==> config.mk <==
export PLATFORM = sky130hd
export DESIGN_NAME = output_register_mux
export DESIGN_NICKNAME = d
export VERILOG_FILES = /design/src/rtl/output_register_mux.sv
export SDC_FILE = /design/constraint.sdc
export NUM_CORES = 1
export LEC_CHECK = 0
export ABC_AREA = 0
export ABC_CLOCK_PERIOD_IN_PS = 2150
export CELL_PAD_IN_SITES_DETAIL_PLACEMENT = 1
export CELL_PAD_IN_SITES_GLOBAL_PLACEMENT = 1
export CORE_ASPECT_RATIO = 1.2
export CORE_MARGIN = 1.5
export CORE_UTILIZATION = 50
export DETAILED_ROUTE_END_ITERATION = 10
export DONT_BUFFER_PORTS = 1
export PLACE_DENSITY = 0.85
export SYNTH_ARGS = -nofsm -noshare
export SYNTH_HDL_FRONTEND = slang
export SYNTH_SLANG_ARGS = --single-unit
==> constraint.sdc <==
create_clock -name clk -period 2.15 [get_ports clk]
set_input_delay 0.1075 -clock clk [delete_from_list [all_inputs] [get_ports clk]]
set_output_delay 0.1075 -clock clk [all_outputs]
set_load 0.05 [all_outputs]
==> src/rtl/output_register_mux.sv <==
// output_register_mux: bus output register with a sequential binary-to-BCD
// converter and a multiplexed 7-segment scanner. The conversion uses
// shift-add-3 at one bit per clk. Digits are scanned from the system clock
// through a prescaler.
// Optional feature macro: OUTPUT_REGISTER_LZ_BLANK_EN (leading-zero blanking).
module output_register_mux #(
    parameter int DATA_WIDTH = 8,
    parameter int NUM_DIGITS = 3,
    parameter int SCAN_DIV   = 1024
) (
    input  logic                  clk,
    input  logic                  clear,
    input  logic [DATA_WIDTH-1:0] bus,
    input  logic                  input_en,
    output logic [6:0]            display,
    output logic [NUM_DIGITS-1:0] display_en,
    output logic                  busy,
    output logic                  overflow
);

    localparam int BCD_W = 4 * NUM_DIGITS;
    localparam int CW    = $clog2(DATA_WIDTH);
    localparam int PW    = (SCAN_DIV > 1) ? $clog2(SCAN_DIV) : 1;

    localparam logic [CW-1:0]         BIT_LAST = CW'(DATA_WIDTH - 1);
    localparam logic [PW-1:0]         PRE_LAST = PW'(SCAN_DIV - 1);
    localparam logic [NUM_DIGITS-1:0] EN_RESET = ~NUM_DIGITS'(1);

    localparam logic [6:0] SEG_DASH  = 7'b0000001;
    localparam logic [6:0] SEG_BLANK = 7'b0000000;

    typedef enum logic [1:0] {
        IDLE   = 2'd0,
        SHIFT  = 2'd1,
        COMMIT = 2'd2
    } state_t;

    state_t                  r_state;
    state_t                  w_stateNext;
    logic                    w_busy;

    logic [DATA_WIDTH-1:0]   r_data;
    logic [BCD_W-1:0]        r_bcd;
    logic                    r_ovfPending;
    logic [CW-1:0]           r_bitCnt;
    logic [BCD_W-1:0]        r_digits;
    logic                    r_overflow;

    logic [BCD_W-1:0]        w_bcdAdj;
    logic [BCD_W-1:0]        w_bcdNext;
    logic [DATA_WIDTH-1:0]   w_dataNext;
    logic                    w_shiftOut;

    logic [PW-1:0]           r_prescale;
    logic [NUM_DIGITS-1:0]   r_digitEn;
    logic [NUM_DIGITS-1:0]   w_enRot;

    logic [NUM_DIGITS-1:0]   w_blank;
    logic [3:0]              w_selNibble;
    logic                    w_selBlank;

    // Seven-segment pattern for one BCD nibble; non-decimal codes go blank
    function automatic logic [6:0] segDecode(input logic [3:0] nib);
        logic [6:0] seg;
        case (nib)
            4'd0:    seg = 7'b1111110;
            4'd1:    seg = 7'b0110000;
            4'd2:    seg = 7'b1101101;
            4'd3:    seg = 7'b1111001;
            4'd4:    seg = 7'b0110011;
            4'd5:    seg = 7'b1011011;
            4'd6:    seg = 7'b1011111;
            4'd7:    seg = 7'b1110000;
            4'd8:    seg = 7'b1111111;
            4'd9:    seg = 7'b1111011;
            default: seg = SEG_BLANK;
        endcase
        return seg;
    endfunction

    // Conversion state register
    always_ff @(posedge clk or posedge clear) begin
        if (clear) begin
            r_state <= IDLE;
        end else begin
            r_state <= w_stateNext;
        end
    end

    // Next state and busy; a capture restarts the conversion from any state
    always_comb begin
        w_stateNext = r_state;
        w_busy      = 1'b0;
        case (r_state)
            IDLE: begin
                w_stateNext = IDLE;
            end
            SHIFT: begin
                w_busy = 1'b1;
                if (r_bitCnt == BIT_LAST) begin
                    w_stateNext = COMMIT;
                end
            end
            COMMIT: begin
                w_busy      = 1'b1;
                w_stateNext = IDLE;
            end
            default: begin
                w_stateNext = IDLE;
            end
        endcase
        if (input_en) begin
            w_stateNext = SHIFT;
        end
    end

    assign busy = w_busy;

    // Add-3 correction on each nibble, then one-bit left shift of {bcd, data}
    always_comb begin
        w_bcdAdj = r_bcd;
        for (int i = 0; i < NUM_DIGITS; i++) begin
            if (r_bcd[4*i +: 4] > 4'd4) begin
                w_bcdAdj[4*i +: 4] = r_bcd[4*i +: 4] + 4'd3;
            end
        end
        w_shiftOut = w_bcdAdj[BCD_W-1];
        w_bcdNext  = {w_bcdAdj[BCD_W-2:0], r_data[DATA_WIDTH-1]};
        w_dataNext = {r_data[DATA_WIDTH-2:0], 1'b0};
    end

    // Working registers and committed digits; digits change only in COMMIT
    always_ff @(posedge clk or posedge clear) begin
        if (clear) begin
            r_data       <= '0;
            r_bcd        <= '0;
            r_ovfPending <= 1'b0;
            r_bitCnt     <= '0;
            r_digits     <= '0;
            r_overflow   <= 1'b0;
        end else if (input_en) begin
            r_data       <= bus;
            r_bcd        <= '0;
            r_ovfPending <= 1'b0;
            r_bitCnt     <= '0;
        end else begin
            case (r_state)
                SHIFT: begin
                    r_data       <= w_dataNext;
                    r_bcd        <= w_bcdNext;
                    r_ovfPending <= r_ovfPending | w_shiftOut;
                    r_bitCnt     <= r_bitCnt + 1'b1;
                end
                COMMIT: begin
                    r_digits     <= r_bcd;
                    r_overflow   <= r_ovfPending;
                    r_data       <= '0;
                    r_bcd        <= '0;
                    r_ovfPending <= 1'b0;
                    r_bitCnt     <= '0;
                end
                default: begin
                end
            endcase
        end
    end

    // Rotation of the active-low digit enable toward the next higher digit
    generate
        if (NUM_DIGITS == 1) begin : g_singleDigit
            assign w_enRot = 1'b0;
        end else begin : g_multiDigit
            assign w_enRot = {r_digitEn[NUM_DIGITS-2:0], r_digitEn[NUM_DIGITS-1]};
        end
    endgenerate

    // Scan prescaler; it runs regardless of conversion activity
    always_ff @(posedge clk or posedge clear) begin
        if (clear) begin
            r_prescale <= '0;
            r_digitEn  <= EN_RESET;
        end else if (r_prescale == PRE_LAST) begin
            r_prescale <= '0;
            r_digitEn  <= w_enRot;
        end else begin
            r_prescale <= r_prescale + 1'b1;
        end
    end

    assign display_en = r_digitEn;
    assign overflow   = r_overflow;

`ifdef OUTPUT_REGISTER_LZ_BLANK_EN
    logic w_upperZero;

    // Blank a digit when it and every digit above it are zero; digit0 always shows
    always_comb begin
        w_blank     = '0;
        w_upperZero = 1'b1;
        for (int i = NUM_DIGITS - 1; i > 0; i--) begin
            w_upperZero = w_upperZero & (r_digits[4*i +: 4] == 4'd0);
            w_blank[i]  = w_upperZero;
        end
    end
`else
    assign w_blank = '0;
`endif

    // Pick the committed nibble of the digit whose enable is low
    always_comb begin
        w_selNibble = 4'd0;
        w_selBlank  = 1'b0;
        for (int i = 0; i < NUM_DIGITS; i++) begin
            if (!r_digitEn[i]) begin
                w_selNibble = r_digits[4*i +: 4];
                w_selBlank  = w_blank[i];
            end
        end
    end

    // Segment output; overflow dashes override blanking and digit values
    always_comb begin
        if (r_overflow) begin
            display = SEG_DASH;
        end else if (w_selBlank) begin
            display = SEG_BLANK;
        end else begin
            display = segDecode(w_selNibble);
        end
    end

endmodule
==> results of run 1 <==
==> final timing paths <==
check,start,to,slack [ns],depth (start not counted)
worst max-delay path,display_en[1],display[2],-0.24,7
worst min-delay path,input_en,r_digits[0],0.26,3
worst max register to register,r_prescale[2],display_en[0],0.44,4
worst min register to register,r_prescale[0],r_prescale[0],0.47,1
max in group asynchronous,clear,display_en[1],1.24,3
min in group asynchronous,clear,r_bcd[2],0.30,2
==> routing by layer <==
metal | vias up | global-route usage (%) | part of all wire (%)
met5 | - | 0 | 0
met1 | 1081 | 28.2 | 38
met2 | 38 | 45.5 | 57
li1 | 1003 | - | -
met4 | 0 | 9.09 | 2.6
met3 | 15 | 4.68 | 2.3
==> metrics by stage <==
stage | hold WS, ns | instance area (sq um) | utilization [%] | setup WS, ns
finish | 0.260 | 3470 | 65.0 | -0.244
global placement | 0.0797 | 3130 | 58.6 | 0.112
CTS | 0.251 | 3440 | 64.4 | -0.194
global route | 0.262 | 3470 | 65.0 | -0.313
floorplan | 0.213 | 2900 | - | -0.189
detailed placement | 0.0867 | 3130 | 58.6 | -0.0153
==> synth_stat cells (all sizes together) (3+ instances only) <==
master / instances / share of area (%)
or3: 5 / 1.1
clkbuf: 6 / 0.81
a31o: 4 / 1.6
nor2: 16 / 2.4
ha: 12 / 5.4
nand2b: 4 / 1.4
a311oi: 3 / 0.94
nand4: 3 / 0.67
mux2: 17 / 6.9
xnor2: 5 / 1.6
nand3: 9 / 1.6
buf: 6 / 1.3
inv: 14 / 1.9
nor2b: 4 / 0.90
xor2: 3 / 0.94
a21oi: 13 / 2.3
nand2: 26 / 3.5
nand3b: 4 / 1.2
o21ai: 22 / 3.9
a31oi: 3 / 2.0
o311ai: 3 / 0.94
mux2i: 12 / 4.3
dfrtp: 50 / 45
==> kinds of logic after synthesis <==
logic type / Yosys count / synth area share [%]
and+or+nand+nor: 80 / 15.4
buffers and inverters: 26 / 3.99
xor gates and xnor gates: 8 / 2.51
muxes: 29 / 11.2
adders and majority gates: 12 / 5.39
DFF: 52 / 46.8
AOI/OAI and AO/OA: 58 / 14.8
==> worst max-delay path: stages, from the launching register on <==
cell and delay, ns:
dfstp_2 0.63, nand3b_1 0.16, a31oi_4 0.26, inv_2 0.13
ha_4 0.18, a311o_1 0.29, o211ai_1 0.15, a21oi_4 0.18
==> registers in the layout (all words and copies together), names as in the netlist <==
signal and cells:
r_data 8, r_bcd 12, overflow 1, r_digits 12, r_state 2, r_prescale 10, display_en 3, r_bitCnt 3
r_ovfPending 1
==> layout by cell type (no fill, tap or decap), drive strengths merged, types with 4 or more instances in the layout <==
cell and instances:
ha 12, nand2 26, or3 5, dfrtp 50
buf 25, nand3b 4, mux2i 12, dlygate4sd3 10
nand2b 4, clkbuf 7, a31o 4, xnor2 5
nand3 9, nor2 16, nor2b 4, o21ai 22
a21oi 13, mux2 17, inv 14
==> area by class of cell <==
class	instances	area (sq um)
Clock buffer	7	86.3
Clock inverter	1	7.51
Fill cell	527	1860
Inverter	14	52.6
Multi-Input combinational cell	187	1560
Sequential cell	52	1310
Tap cell	62	77.6
Timing Repair Buffer	35	374
==> repair_timing <==
action                                 4_1_cts  5_1_grt
setup buffers                                6        1
gates resized for setup                     14        4
endpoints found under the hold margin       35        0
setup endpoints to repair                    7        7
gates cloned                                 0        0
pin swaps                                    9        7
hold buffers                                10        0
==> power groups by stage <==
stage	sequential (uW)	clock [uW]	combinational, uW
finish	1160	585	639
global route	1170	637	711
CTS	1160	603	634
detailed placement	1170	0	600
global placement	1170	0	569
floorplan	1140	0	457
==> impl_metrics.yaml, run 1 <==
drt:
  vias_per_cell: 5.97
  drt_iter0_drc: 60
  first_pass_iters: 4
  routed-via-count: 2137
  drc: 0
  wl_um: 6970
  drtAntennaViolNets: 0
  avgRoutedWirePerCell_um: 19.5
global_route:
  grt_overflow: 0
  antenna_found_initial: 0
  grt_usage_pct: 24.9
  first_global_vias: 2394
  grt_max_degree: 28
  grt_pass1_wl_um: 11700
logic_synthesis:
  ys_types: 50
  ys_seq_elements: 52
  synth_fp_nets: 288
  synthArstFlopShare_pct: 100
  ys.flop_type: "dfrtp_1"
  syn_area_sq_um: 2790
  yosysSeqAreaShare_pct: 46.8
  syn_area_per_cell_sq_um: 10.5
  synth_cells: 265
  synth_edf_count: 0
  ys_warn_count: 0
finish:
  layout.nets: 318
  diodes: 0
  drive_above_1_share_pct: 27.0
  fin_cells: 358
  syn2layout_area_growth_pct: 24.5
clock_tree:
  clk-insertion-delay-late_ns: 0.31
  cts_htree_levels: 2
  clock_path_buffers: 2
  cts_tree: "done"
  cts-buffers-inserted: 5
  clock-sinks: 52
  path_clk_slew_ns: 0.09
  cts_root_buffer: "clkbuf_8"
timing:
  clock_skew_ns: 0.00621
  drv_slew: 0
  fin_setup_tns_ns: -1.16
  maxSlewHeadroom_pct: 48.1
  setup_viol: 7
  setup_slack_ns: -0.244
  hold_viol: 0
  fmax_ghz: 0.418
  rsz0062_at_grt: "true"
  worstMarginPinSlew_ns: 0.778
  period_minus_slack_ns: 2.39
  period_share_pct: 111
power_and_ir_drop:
  intPower_uw: 1600
  report.power.total_uw: 2380
  p_sw_share_pct: 33.0
  static-leakage-power_uw: 0.00154
  comb_power_share_pct: 26.8
  clkPwrFrac_pct: 24.5
  p_switching_uw: 786
  ir_drop_v: 0.000659
  powerDensity_nw_per_um2: 687
  seqPwrFrac_pct: 48.6
setup_path:
  crit_path_end_kind: "output pin"
  critPathKind: "flop to output pin"
  required_ns: 2.04
  crit_path_max_fanout: 8
  arrival_ns: 2.29
  critPathLaunchType: "flop"
place:
  io_buffers: 0
  hpwl_um: 4330
  gp_congestion: 0.807
  dp.cells: 333
job:
  cap_viol_max_count: 0
floorplan:
  fp-row-count: 29
  die-area_sq_um: 6030
  core-area_sq_um: 5330
  pin_count: 23
  die_y_um: 84.8
  die_w_um: 71.2
  start_util_pct: 52.3
worst_hold_path:
  hold_class: "input port to flop"
status:
  status: "finished with violations"
  violations: "setup timing"
Note: power is estimated with default switching activity, not from simulation.
==> run 2, diff against run 1 <==
--- a/config.mk
+++ b/config.mk
@@ -10,7 +10,7 @@
 export CELL_PAD_IN_SITES_DETAIL_PLACEMENT = 1
 export CELL_PAD_IN_SITES_GLOBAL_PLACEMENT = 1
 export CORE_ASPECT_RATIO = 1.2
-export CORE_MARGIN = 1.5
+export CORE_MARGIN = 8
 export CORE_UTILIZATION = 50
 export DETAILED_ROUTE_END_ITERATION = 10
 export DONT_BUFFER_PORTS = 1
==> run 2 against run 1 <==
The run still ends with setup timing left. First-iteration DRC count rose by 83%. Die area rose by 36%. Sequential share of layout area fell by 1.1 points. Via count rose by 2.4%. Core utilization fell by 0.29 points. Clock skew rose by 0.0062 ns. Count of clock-buffer cells in the layout fell by 2. Setup slack got worse by 0.014 ns. Hold slack improved by 0.042 ns. Routed wire length rose by 6.3%. Highest routed layer unchanged.
==> impl_metrics.yaml, run 2 (synthesis results as in run 1) <==
timing:
  hold_viol: 0
  fmax_ghz: 0.415
  clock_skew_ns: 0.0125
  drv_slew: 0
  setup_viol: 7
  period_share_pct: 112
  setup_slack_ns: -0.258
  period_minus_slack_ns: 2.41
  worstMarginPinSlew_ns: 0.873
  rsz0062_at_grt: "true"
  maxSlewHeadroom_pct: 41.8
drt:
  drt_iter0_drc: 110
  wl_um: 7420
  first_pass_iters: 4
  avgRoutedWirePerCell_um: 20.1
  drc: 0
  vias_per_cell: 5.93
  drtAntennaViolNets: 0
  routed-via-count: 2188
place:
  hpwl_um: 4750
  placed_area_sq_um: 3130
  io_buffers: 0
  gp_congestion: 0.777
  dp.cells: 336
floorplan:
  die_y_um: 97.8
  fp-row-count: 30
  die-area_sq_um: 8230
  pin_count: 23
  core-area_sq_um: 5520
  die_w_um: 84.2
  start_util_pct: 50.5
finish:
  diodes: 0
  syn2layout_area_growth_pct: 28.2
  final_cell_mix: "dfrtp_1 (50), nand2_1 (25), buf_4 (24)"
  fin_cells: 369
  layout.nets: 327
  reg_top3: "r_bcd: 12 flops, r_digits: 12 flops, r_prescale: 10 flops"
  final_common_cell: "dfrtp_1"
  final_area_sq_um: 3570
  num-fill-cells: 573
  drive_above_1_share_pct: 29.8
clock_tree:
  clock_path_buffers: 2
  clk-insertion-delay-late_ns: 0.31
  path_clk_slew_ns: 0.11
  cts_tree: "done"
  clock-sinks: 52
  cts_htree_levels: 2
  cts_root_buffer: "clkbuf_8"
  cts-buffers-inserted: 5
power_and_ir_drop:
  powerDensity_nw_per_um2: 705
  static-leakage-power_uw: 0.00158
  ir_drop_v: 0.000751
setup_path:
  crit_path_end_kind: "output pin"
  crit_buf_inv: 1
  path_delay_family: "compound AO/OA/AOI/OAI gates"
  arrival_ns: 2.30
  required_ns: 2.04
  critPathLaunchType: "flop"
  critPathMaxStageDelay_ns: 0.61
  critPathKind: "flop to output pin"
  path_cells: "nand3b_1, a31oi_4, inv_4, ha_4, a311o_1, o211ai_1, a21oi_4"
  crit_path_max_fanout: 8
  slowest_stage: "dfstp_2"
global_route:
  first_global_vias: 2457
  grt_max_degree: 53
  grt_overflow: 0
  antenna_found_initial: 0
  grt_usage_pct: 18.3
  grt_pass1_wl_um: 12300
status:
  violations: "setup timing"
  status: "finished with violations"
job:
  cap_viol_max_count: 0
worst_hold_path:
  hold_class: "input port to flop"
## run 2: per-stage QoR
stage          setup TNS, ns  power, uW  setup WS [ns]  hold slack [ns]  utilization, %
2_1_floorplan         -0.568       1600         -0.189            0.213               -
3_5_place_dp          -0.100       1790        -0.0455            0.190            56.6
3_3_place_gp               0       1730          0.104            0.180            56.6
5_1_grt                -1.79       2650         -0.335            0.296            64.8
4_1_cts                -1.33       2520         -0.256            0.284            64.0
6_report               -1.22       2520         -0.258            0.302            64.8
## run 2: power by group
| group | internal (uW) | total [uW] | switching [uW] |
|---|---|---|---|
| Sequential | 1070 | 1160 | 97.7 |
| Combinational | 274 | 662 | 388 |
| Clock | 351 | 696 | 344 |
| Total | 1690 | 2520 | 830 |
## run 2: layout make-up
cell class / instances / area [sq um] / share of cell area [%]
Sequential cell: 52 / 1310 / 36.6
Timing Repair Buffer: 44 / 440 / 12.3
Inverter: 14 / 55.1 / 1.54
Multi-Input combinational cell: 187 / 1580 / 44.1
Clock inverter: 3 / 46.3 / 1.30
Tap cell: 64 / 80.1 / 2.24
Clock buffer: 5 / 68.8 / 1.93
## run 2: per-layer routing
metal	GRT usage, %	part of all wire, %
met2	34.5	56
met3	3.16	2.0
met1	19.7	40
met5	0	0
met4	5.99	2.4
## run 2: worst register-to-register path: stages (launching register included)
cell and delay (ns):
dfrtp_1 0.42, inv_1 0.08, ha_1 0.19, or2_1 0.69
o21ai_0 0.23
## run 2: final timing paths
kind	start	end	slack (ns)	depth (start not counted)
worst max-delay path	display_en[1]	display[2]	-0.26	7
worst min-delay path	input_en	r_digits[2]	0.30	3
worst max register to register	r_state[0]	r_data[5]	0.39	4
worst min register to register	r_prescale[0]	r_prescale[0]	0.47	1
max in group asynchronous	clear	r_prescale[6]	1.30	3
min in group asynchronous	clear	r_digits[3]	0.43	3
## run 2: timing repair
item,in CTS,in global routing
buffers inserted,10,5
gates resized for setup,24,1
endpoints found under the setup margin,7,7
pin swaps,11,12
hold buffers,10,0
hold endpoints to repair,60,0
